File: config.mk
export PLATFORM = sky130hd
export DESIGN_NAME = text_grid_show
export DESIGN_NICKNAME = d
export VERILOG_FILES = /design/src/rtl/text_grid_show.sv
export SDC_FILE = /design/constraint.sdc
export NUM_CORES = 1
export LEC_CHECK = 0
export ABC_AREA = 1
export CORE_UTILIZATION = 65
export DETAILED_ROUTE_END_ITERATION = 8
export GPL_ROUTABILITY_DRIVEN = 0
export PLACE_DENSITY = 0.8
export SYNTH_ARGS = -nofsm -noshare
export SYNTH_HDL_FRONTEND = slang
export SYNTH_SLANG_ARGS = --single-unit
File: constraint.sdc
create_clock -name sys_clk -period 4.9 [get_ports sys_clk]
set_input_delay 0.98 -clock sys_clk [delete_from_list [all_inputs] [get_ports sys_clk]]
set_output_delay 0.98 -clock sys_clk [all_outputs]
set_load 0.02 [all_outputs]
File: src/rtl/text_grid_show.sv
// Character-grid renderer: ROWS x COLS buffer with inverse attribute and cursor highlight,
// walked cell by cell to feed the char-draw block over the show_char_flag / show_char_done handshake.
module text_grid_show #(
    parameter int unsigned COLS         = 20,
    parameter int unsigned ROWS         = 5,
    parameter bit          FONT16       = 1'b1,
    parameter int unsigned X0           = 1,
    parameter int unsigned Y0           = 0,
    parameter bit          AUTO_REFRESH = 1'b1,
    parameter logic [15:0] FG_COLOR     = 16'h0000,
    parameter logic [15:0] BG_COLOR     = 16'hAF7D,
    parameter logic [15:0] HL_FG        = 16'hFFFF,
    parameter logic [15:0] HL_BG        = 16'h815B,
    parameter logic [15:0] CUR_FG       = 16'hFFFF,
    parameter logic [15:0] CUR_BG       = 16'hFA20,
    localparam int unsigned NCELLS      = ROWS * COLS,
    localparam int unsigned AW          = (NCELLS > 1) ? $clog2(NCELLS) : 1
) (
    input  logic          sys_clk,
    input  logic          sys_rst_n,
    input  logic          init_done,
    input  logic          show_char_done,
    input  logic          wr_en,
    input  logic [AW-1:0] wr_addr,
    input  logic [7:0]    wr_data,
    input  logic          refresh_req,
    input  logic          cursor_en,
    input  logic [3:0]    cursor_row,
    input  logic [4:0]    cursor_col,
    output logic          en_size,
    output logic          show_char_flag,
    output logic [6:0]    ascii_num,
    output logic [8:0]    start_x,
    output logic [8:0]    start_y,
    output logic [15:0]   front_color,
    output logic [15:0]   background_color,
    output logic          busy,
    output logic          frame_done
);

    localparam int unsigned CHAR_W = FONT16 ? 8 : 6;
    localparam int unsigned CHAR_H = FONT16 ? 16 : 12;

    localparam logic [2:0] S_IDLE  = 3'd0;
    localparam logic [2:0] S_LOAD  = 3'd1;
    localparam logic [2:0] S_SETUP = 3'd2;
    localparam logic [2:0] S_ISSUE = 3'd3;
    localparam logic [2:0] S_WAIT  = 3'd4;

    localparam logic [AW-1:0] LAST_IDX = AW'(NCELLS - 1);
    localparam logic [4:0]    LAST_COL = 5'(COLS - 1);

    logic [7:0]    mem_q [NCELLS];
    logic [7:0]    rd_data_q;
    logic          wr_ok;

    logic [2:0]    state_q, state_d;
    logic [AW-1:0] idx_q, idx_d;
    logic [3:0]    row_q, row_d;
    logic [4:0]    col_q, col_d;
    logic          pending_q, pending_d;
    logic          flag_q, flag_d;
    logic [6:0]    ascii_q, ascii_d;
    logic [8:0]    x_q, x_d;
    logic [8:0]    y_q, y_d;
    logic [15:0]   fg_q, fg_d;
    logic [15:0]   bg_q, bg_d;
    logic          busy_q, busy_d;
    logic          fdone_q, fdone_d;
    logic          frame_start;
    logic          cur_hit;

    assign wr_ok = wr_en && ({1'b0, wr_addr} < (AW + 1)'(NCELLS));

    // Buffer: unreset storage, read-first synchronous read of the current cell
    always_ff @(posedge sys_clk) begin
        if (wr_ok) begin
            mem_q[wr_addr] <= wr_data;
        end
        rd_data_q <= mem_q[idx_q];
    end

    assign cur_hit = cursor_en && (cursor_row == row_q) && (cursor_col == col_q);

    always_comb begin
        state_d     = state_q;
        idx_d       = idx_q;
        row_d       = row_q;
        col_d       = col_q;
        pending_d   = pending_q;
        flag_d      = 1'b0;
        ascii_d     = ascii_q;
        x_d         = x_q;
        y_d         = y_q;
        fg_d        = fg_q;
        bg_d        = bg_q;
        fdone_d     = 1'b0;
        frame_start = 1'b0;

        case (state_q)
            S_IDLE: begin
                idx_d = '0;
                row_d = '0;
                col_d = '0;
                if (init_done && (AUTO_REFRESH || pending_q)) begin
                    state_d     = S_LOAD;
                    frame_start = 1'b1;
                end
            end
            S_LOAD: state_d = S_SETUP;
            S_SETUP: begin
                ascii_d = rd_data_q[6:0];
                x_d     = 9'(X0) + 9'(col_q * CHAR_W);
                y_d     = 9'(Y0) + 9'(row_q * CHAR_H);
                if (cur_hit) begin
                    fg_d = CUR_FG;
                    bg_d = CUR_BG;
                end else if (rd_data_q[7]) begin
                    fg_d = HL_FG;
                    bg_d = HL_BG;
                end else begin
                    fg_d = FG_COLOR;
                    bg_d = BG_COLOR;
                end
                flag_d  = 1'b1;
                state_d = S_ISSUE;
            end
            S_ISSUE: state_d = S_WAIT;
            S_WAIT: begin
                if (show_char_done) begin
                    state_d = S_LOAD;
                    if (idx_q == LAST_IDX) begin
                        fdone_d = 1'b1;
                        idx_d   = '0;
                        row_d   = '0;
                        col_d   = '0;
                        if (AUTO_REFRESH || pending_q) begin
                            frame_start = 1'b1;
                        end else begin
                            state_d = S_IDLE;
                        end
                    end else begin
                        idx_d = idx_q + 1'b1;
                        if (col_q == LAST_COL) begin
                            col_d = '0;
                            row_d = row_q + 1'b1;
                        end else begin
                            col_d = col_q + 1'b1;
                        end
                    end
                end
            end
            default: state_d = S_IDLE;
        endcase

        // Losing init_done aborts the frame but keeps any queued request
        if (!init_done) begin
            state_d     = S_IDLE;
            flag_d      = 1'b0;
            fdone_d     = 1'b0;
            idx_d       = '0;
            row_d       = '0;
            col_d       = '0;
            frame_start = 1'b0;
        end

        if (refresh_req) begin
            pending_d = 1'b1;
        end else if (frame_start) begin
            pending_d = 1'b0;
        end

        busy_d = (state_d != S_IDLE);
    end

    always_ff @(posedge sys_clk or negedge sys_rst_n) begin
        if (!sys_rst_n) begin
            state_q   <= S_IDLE;
            idx_q     <= '0;
            row_q     <= '0;
            col_q     <= '0;
            pending_q <= 1'b0;
            flag_q    <= 1'b0;
            ascii_q   <= '0;
            x_q       <= '0;
            y_q       <= '0;
            fg_q      <= FG_COLOR;
            bg_q      <= BG_COLOR;
            busy_q    <= 1'b0;
            fdone_q   <= 1'b0;
        end else begin
            state_q   <= state_d;
            idx_q     <= idx_d;
            row_q     <= row_d;
            col_q     <= col_d;
            pending_q <= pending_d;
            flag_q    <= flag_d;
            ascii_q   <= ascii_d;
            x_q       <= x_d;
            y_q       <= y_d;
            fg_q      <= fg_d;
            bg_q      <= bg_d;
            busy_q    <= busy_d;
            fdone_q   <= fdone_d;
        end
    end

    assign en_size          = FONT16;
    assign show_char_flag   = flag_q;
    assign ascii_num        = ascii_q;
    assign start_x          = x_q;
    assign start_y          = y_q;
    assign front_color      = fg_q;
    assign background_color = bg_q;
    assign busy             = busy_q;
    assign frame_done       = fdone_q;

endmodule

# Word-level counts from Yosys, hierarchy flattened

Memories as Yosys holds them, arrays and structs flattened. A register that Yosys moved wholly into a read port is not among the register bits.
Cells that the tools add are included.

Div/mod/pow operators: 0
Add/sub/neg operators: 4
Mux-type cells: 29
Multipliers: 0
Shifts and indexed selects: 0
Reductions and logical operators: 7
Bitwise logic cells: 0
Order comparisons: 1
Equal/unequal tests: 11

Operators with widths:

| kind                                                             | number |
|---|---|
| 16-bit two-way mux                                               | 2 |
| 7-bit two-way mux                                                | 3 |
| 5-bit two-way mux                                                | 4 |
| 4-bit two-way mux                                                | 4 |
| 15-bit two-way mux                                               | 1 |
| 3-bit case mux with 5 select lines                               | 1 |
| 14-bit two-way mux                                               | 1 |
| 7-bit case mux with 2 select lines                               | 1 |
| 5-bit case mux with 2 select lines                               | 1 |
| 1-bit by 8-bit adder with 9-bit output (first input constant)    | 1 |
| 1-bit two-way mux                                                | 8 |
| 4-bit case mux with 2 select lines                               | 1 |
| 7-bit by 1-bit adder with 7-bit output (second input constant)   | 1 |
| 7-bit == test (second input constant)                            | 1 |
| 7-bit less-than comparator (second input constant)               | 1 |
| 3-bit by 2-bit == test with 1-bit output (second input constant) | 2 |
| 3-bit two-way mux                                                | 2 |
| 5-bit by 1-bit adder with 5-bit output (second input constant)   | 1 |
| 5-bit == test                                                    | 1 |
| 5-bit == test (second input constant)                            | 1 |
| 4-bit by 1-bit adder with 4-bit output (second input constant)   | 1 |
| 4-bit == test                                                    | 1 |
| 4-bit != test (second input constant)                            | 1 |
| 3-bit by 1-bit == test with 1-bit output (second input constant) | 1 |
| 8 further kinds                                                  | 10 |

Latch bits: 0
Bits in read-only memories: 0
Input port bits: 31
Output and inout port bits: 61
Memory bits (writable): 800
Logic and storage cells: 65
Memories: 1
Register bits after elaboration: 74

Memories:

| name  | depth | bits a word | rd ports | clocked after Yosys merged registers in | wr ports | line | source |
|---|---|---|---|---|---|---|---|
| mem_q | 100   | 8           | 1        | 1                                       | 1        | 53   | `logic [7:0] mem_q [NCELLS];` |

# Depth between registers and ports, before layout

Depth in word-level cells: 6
Gate-level depth with buffers: 16
Gate-level depth less buffers: 13

# Worst setup path before layout

OpenSTA, ideal clock, no wires.

Path type: input to register
Start: in wr_addr[4]
End: mem mem_q[97][0], enable pin
Required time: 4.530 ns
Path slack: 2.241 ns
Arrival time: 2.289 ns
Path buffers: 1
Setup time: 0.370 ns
Stages: 6
Cell sequence: nor2_1 nand2_1 a21boi_2 nand4_1 buf_2 nor2_1

Cells in the longest elaborated chain, start to end: 4

Ends and longest elaborated chain:

| what                                    | line | source |
|---|---|---|
| start, declared                         | 24   | `input logic [AW-1:0] wr_addr,` |
| 7-bit less-than comparator              | 73   | `assign wr_ok = wr_en && ({1'b0, wr_addr} < (AW + 1)'(NCELLS));` |
| 1-bit logical AND                       | 73   |  |
| 1-bit two-way mux                       | 77   | `if (wr_ok) begin` |
| 1-bit two-way mux (not written as such) | 78   | `mem_q[wr_addr] <= wr_data;` |
| end, declared                           | 53   |  |

Several ways; a longest one is shown, not always the timed one.

==> results.json <==
{
  "rsz0062_at_grt": "no",
  "overflow": 0,
  "finish.utilization": 0.724,
  "antenna_found_initial": 0,
  "drt-vias-per-instance": 5.81,
  "setup_viol": 0,
  "initial_utilization": 0.661,
  "leakage_uw": 0.0160,
  "clkSinkCount": 853,
  "clk_latency_ns": 0.63,
  "cap_viol_max_count": 0,
  "routed_wl_um": 88500,
  "synth_cell_types": 42,
  "cp_data_arrival_time_ns": 4.29,
  "worstPathMaxFanout": 142,
  "row_count": 86,
  "hold_viol": 0,
  "fin_tns_setup_ns": 0,
  "cts_tree": "yes",
  "cts_htree_levels": 3,
  "hold_path.class": "reg2reg",
  "synth-async-reset-ratio": 0.0528,
  "diodes": 0,
  "dp_slack_ns": 1.11,
  "holdBufCountCts": 0,
  "die_height_um": 239,
  "timing.final.crit_share": 0.772,
  "synth_edf_count": 800,
  "worstSetupEndpointType": "register",
  "cts_setup_buffers": 0,
  "vias": 25000,
  "synth_warnings": 0,
  "worst_slack_ns": 1.12,
  "ir_worst_vdd_v": 0.000390,
  "portBuffers": 79,
  "syn_area_um2": 36500,
  "powerDensity_nw_per_um2": 383,
  "areaGrowthSynthToFinish_pct": 9.61,
  "yosys-top-cells-count": "nand2_1, edfxtp_1, nor2_1",
  "min_period_ns": 3.78,
  "die-width_um": 239,
  "timing.fmax_mhz": 264,
  "drtIter0Drc": 3295,
  "grt_use_total": 0.314,
  "synth_top_area_share": 0.658,
  "postRouteAntennaNets": 0,
  "nets": 3526,
  "run_status": "complete, no violations",
  "clk_pin_slew_ns": 0.06,
  "drt_first_pass_iters": 6,
  "hpwl_um": 50100,
  "ys_seq_area_frac": 0.693,
  "synth_most_common_cell": "nand2_1",
  "cts_root_buf": "clkbuf_16",
  "synth_flop_cell": "edfxtp_1",
  "cp.required_ns": 5.40,
  "critPathKind": "reg2reg",
  "cts_resized": 0,
  "drv_slew": 0,
  "postSynthAreaPerCell_um2": 10.5,
  "fillers": 3634,
  "grt_max_degree": 178,
  "cts_buffers": 82,
  "core_um2": 55300,
  "startpoint_type": "register",
  "grt_pass1_wl_um": 135000,
  "drc": 0,
  "synth_area_leaders": "edfxtp_1, nand2_1, nor2_1, inv_1, nand3_1",
  "max_slew_margin": 0.248,
  "yosysTopAreaCell": "edfxtp_1",
  "wire_per_inst_um": 20.6,
  "drive_gt1_frac": 0.0514,
  "worst_slew_pin_slew_ns": 1.13,
  "die-area_um2": 57200,
  "ioPinCount": 92,
  "grt_pass1_vias": 24300,
  "ys_ff_latch": 853,
  "clk_path_buf_depth": 3,
  "fin_worst_skew_ns": 0.0228,
  "syn_inst": 3487
}
[cells by family after synthesis]
family	Yosys count	share of synthesized area
AO/OA/AOI/OAI	261	0.0374
XOR/XNOR	11	0.00264
adder cells (fa/ha/maj)	3	0.00103
buffers and inverters	553	0.0694
flip-flops	853	0.693
other	2	0.000206
AND/OR/NAND/NOR	1804	0.197
[worst max-delay path, cell delays in order, from the launching register on]
cell and delay [ns]:
dfrtp_4 0.95, clkinv_8 0.65, buf_12 0.47, nand2_1 0.12, nand2_1 0.06, nand2_1 0.06, o21ai_0 0.13, nand2_1 0.08
nand2_1 0.05, nor2_1 0.12, nor2_1 0.07, nor2_1 0.37, nand2_1 0.12, nand2_1 0.10, nand2_1 0.11
[registers in the layout (all words and copies together) (netlist names)]
signal / cells
background_color: 5
show_char_flag: 1
busy: 1
front_color: 1
start_x: 6
rd_data_q: 8
state_q: 3
frame_done: 1
col_q: 5
ascii_num: 7
row_q: 4
mem_q: 800
idx_q: 7
start_y: 4
[metrics by stage]
| stage | instances | power [uW] | hold WS [ns] | cell area (um2) |
|---|---|---|---|---|
| after global placement | 4156 | 9210 | 0.417 | 37400 |
| after floorplan | 3496 | 8850 | 0.410 | 36600 |
| after detailed placement | 4156 | 9240 | 0.417 | 37400 |
| after global routing | 4306 | 15700 | 0.453 | 40000 |
| final | 4306 | 15300 | 0.424 | 40000 |
| after CTS | 4306 | 15400 | 0.429 | 40000 |
[report_power, final]
| part | switching [uW] | internal, uW | leakage [uW] |
|---|---|---|---|
| Combinational | 616 | 357 | 0.00684 |
| Sequential | 64.5 | 8060 | 0.00785 |
| Clock | 2650 | 3590 | 0.00128 |
[cell usage in the layout (no fill, tap or decap), types with 5 or more instances in the layout]
cell	n
buf_4	42
conb_1	11
a21oi_1	78
dfxtp_1	8
inv_2	5
o21ai_0	146
clkinv_2	11
clkbuf_1	22
clkdlybuf4s50_1	70
nand3_1	237
clkbuf_16	86
nor2_1	387
dfrtp_1	40
edfxtp_1	800
xor2_1	11
bufinv_16	6
nand2_1	1143
o21ai_1	12
nand4_1	18
o22ai_1	11
inv_1	340
clkinv_1	18
[layout make-up]
cell class / count / area (um2) / area share
Timing Repair Buffer: 117 / 1100 / 0.0275
Clock buffer: 112 / 2290 / 0.0572
Tap cell: 748 / 936 / 0.0234
Sequential cell: 853 / 25300 / 0.632
Inverter: 348 / 1320 / 0.0331
Clock inverter: 38 / 333 / 0.00831
Multi-Input combinational cell: 2090 / 8740 / 0.218
[worst paths after layout]
kind	start	endpoint	slack (ns)	cells after the start
setup reg to reg	idx_q[0]	rd_data_q[0]	1.12	14
hold reg to reg	rd_data_q[4]	ascii_num[4]	0.42	2
max in group asynchronous	sys_rst_n	idx_q[0]	3.68	1
min in group asynchronous	sys_rst_n	ascii_num[4]	0.50	1
hold / removal	rd_data_q[4]	ascii_num[4]	0.42	2
setup / recovery	idx_q[0]	rd_data_q[0]	1.12	14
[per-layer routing]
| metal | GRT usage | vias to the layer above | share of wire |
|---|---|---|---|
| li1 | - | 11400 | - |
| met1 | 0.422 | 11800 | 0.37 |
| met2 | 0.504 | 1536 | 0.47 |
| met3 | 0.0560 | 283 | 0.11 |
| met4 | 0.148 | 0 | 0.046 |
| met5 | 0 | - | 0 |
Note: power is estimated with default switching activity, not from simulation.
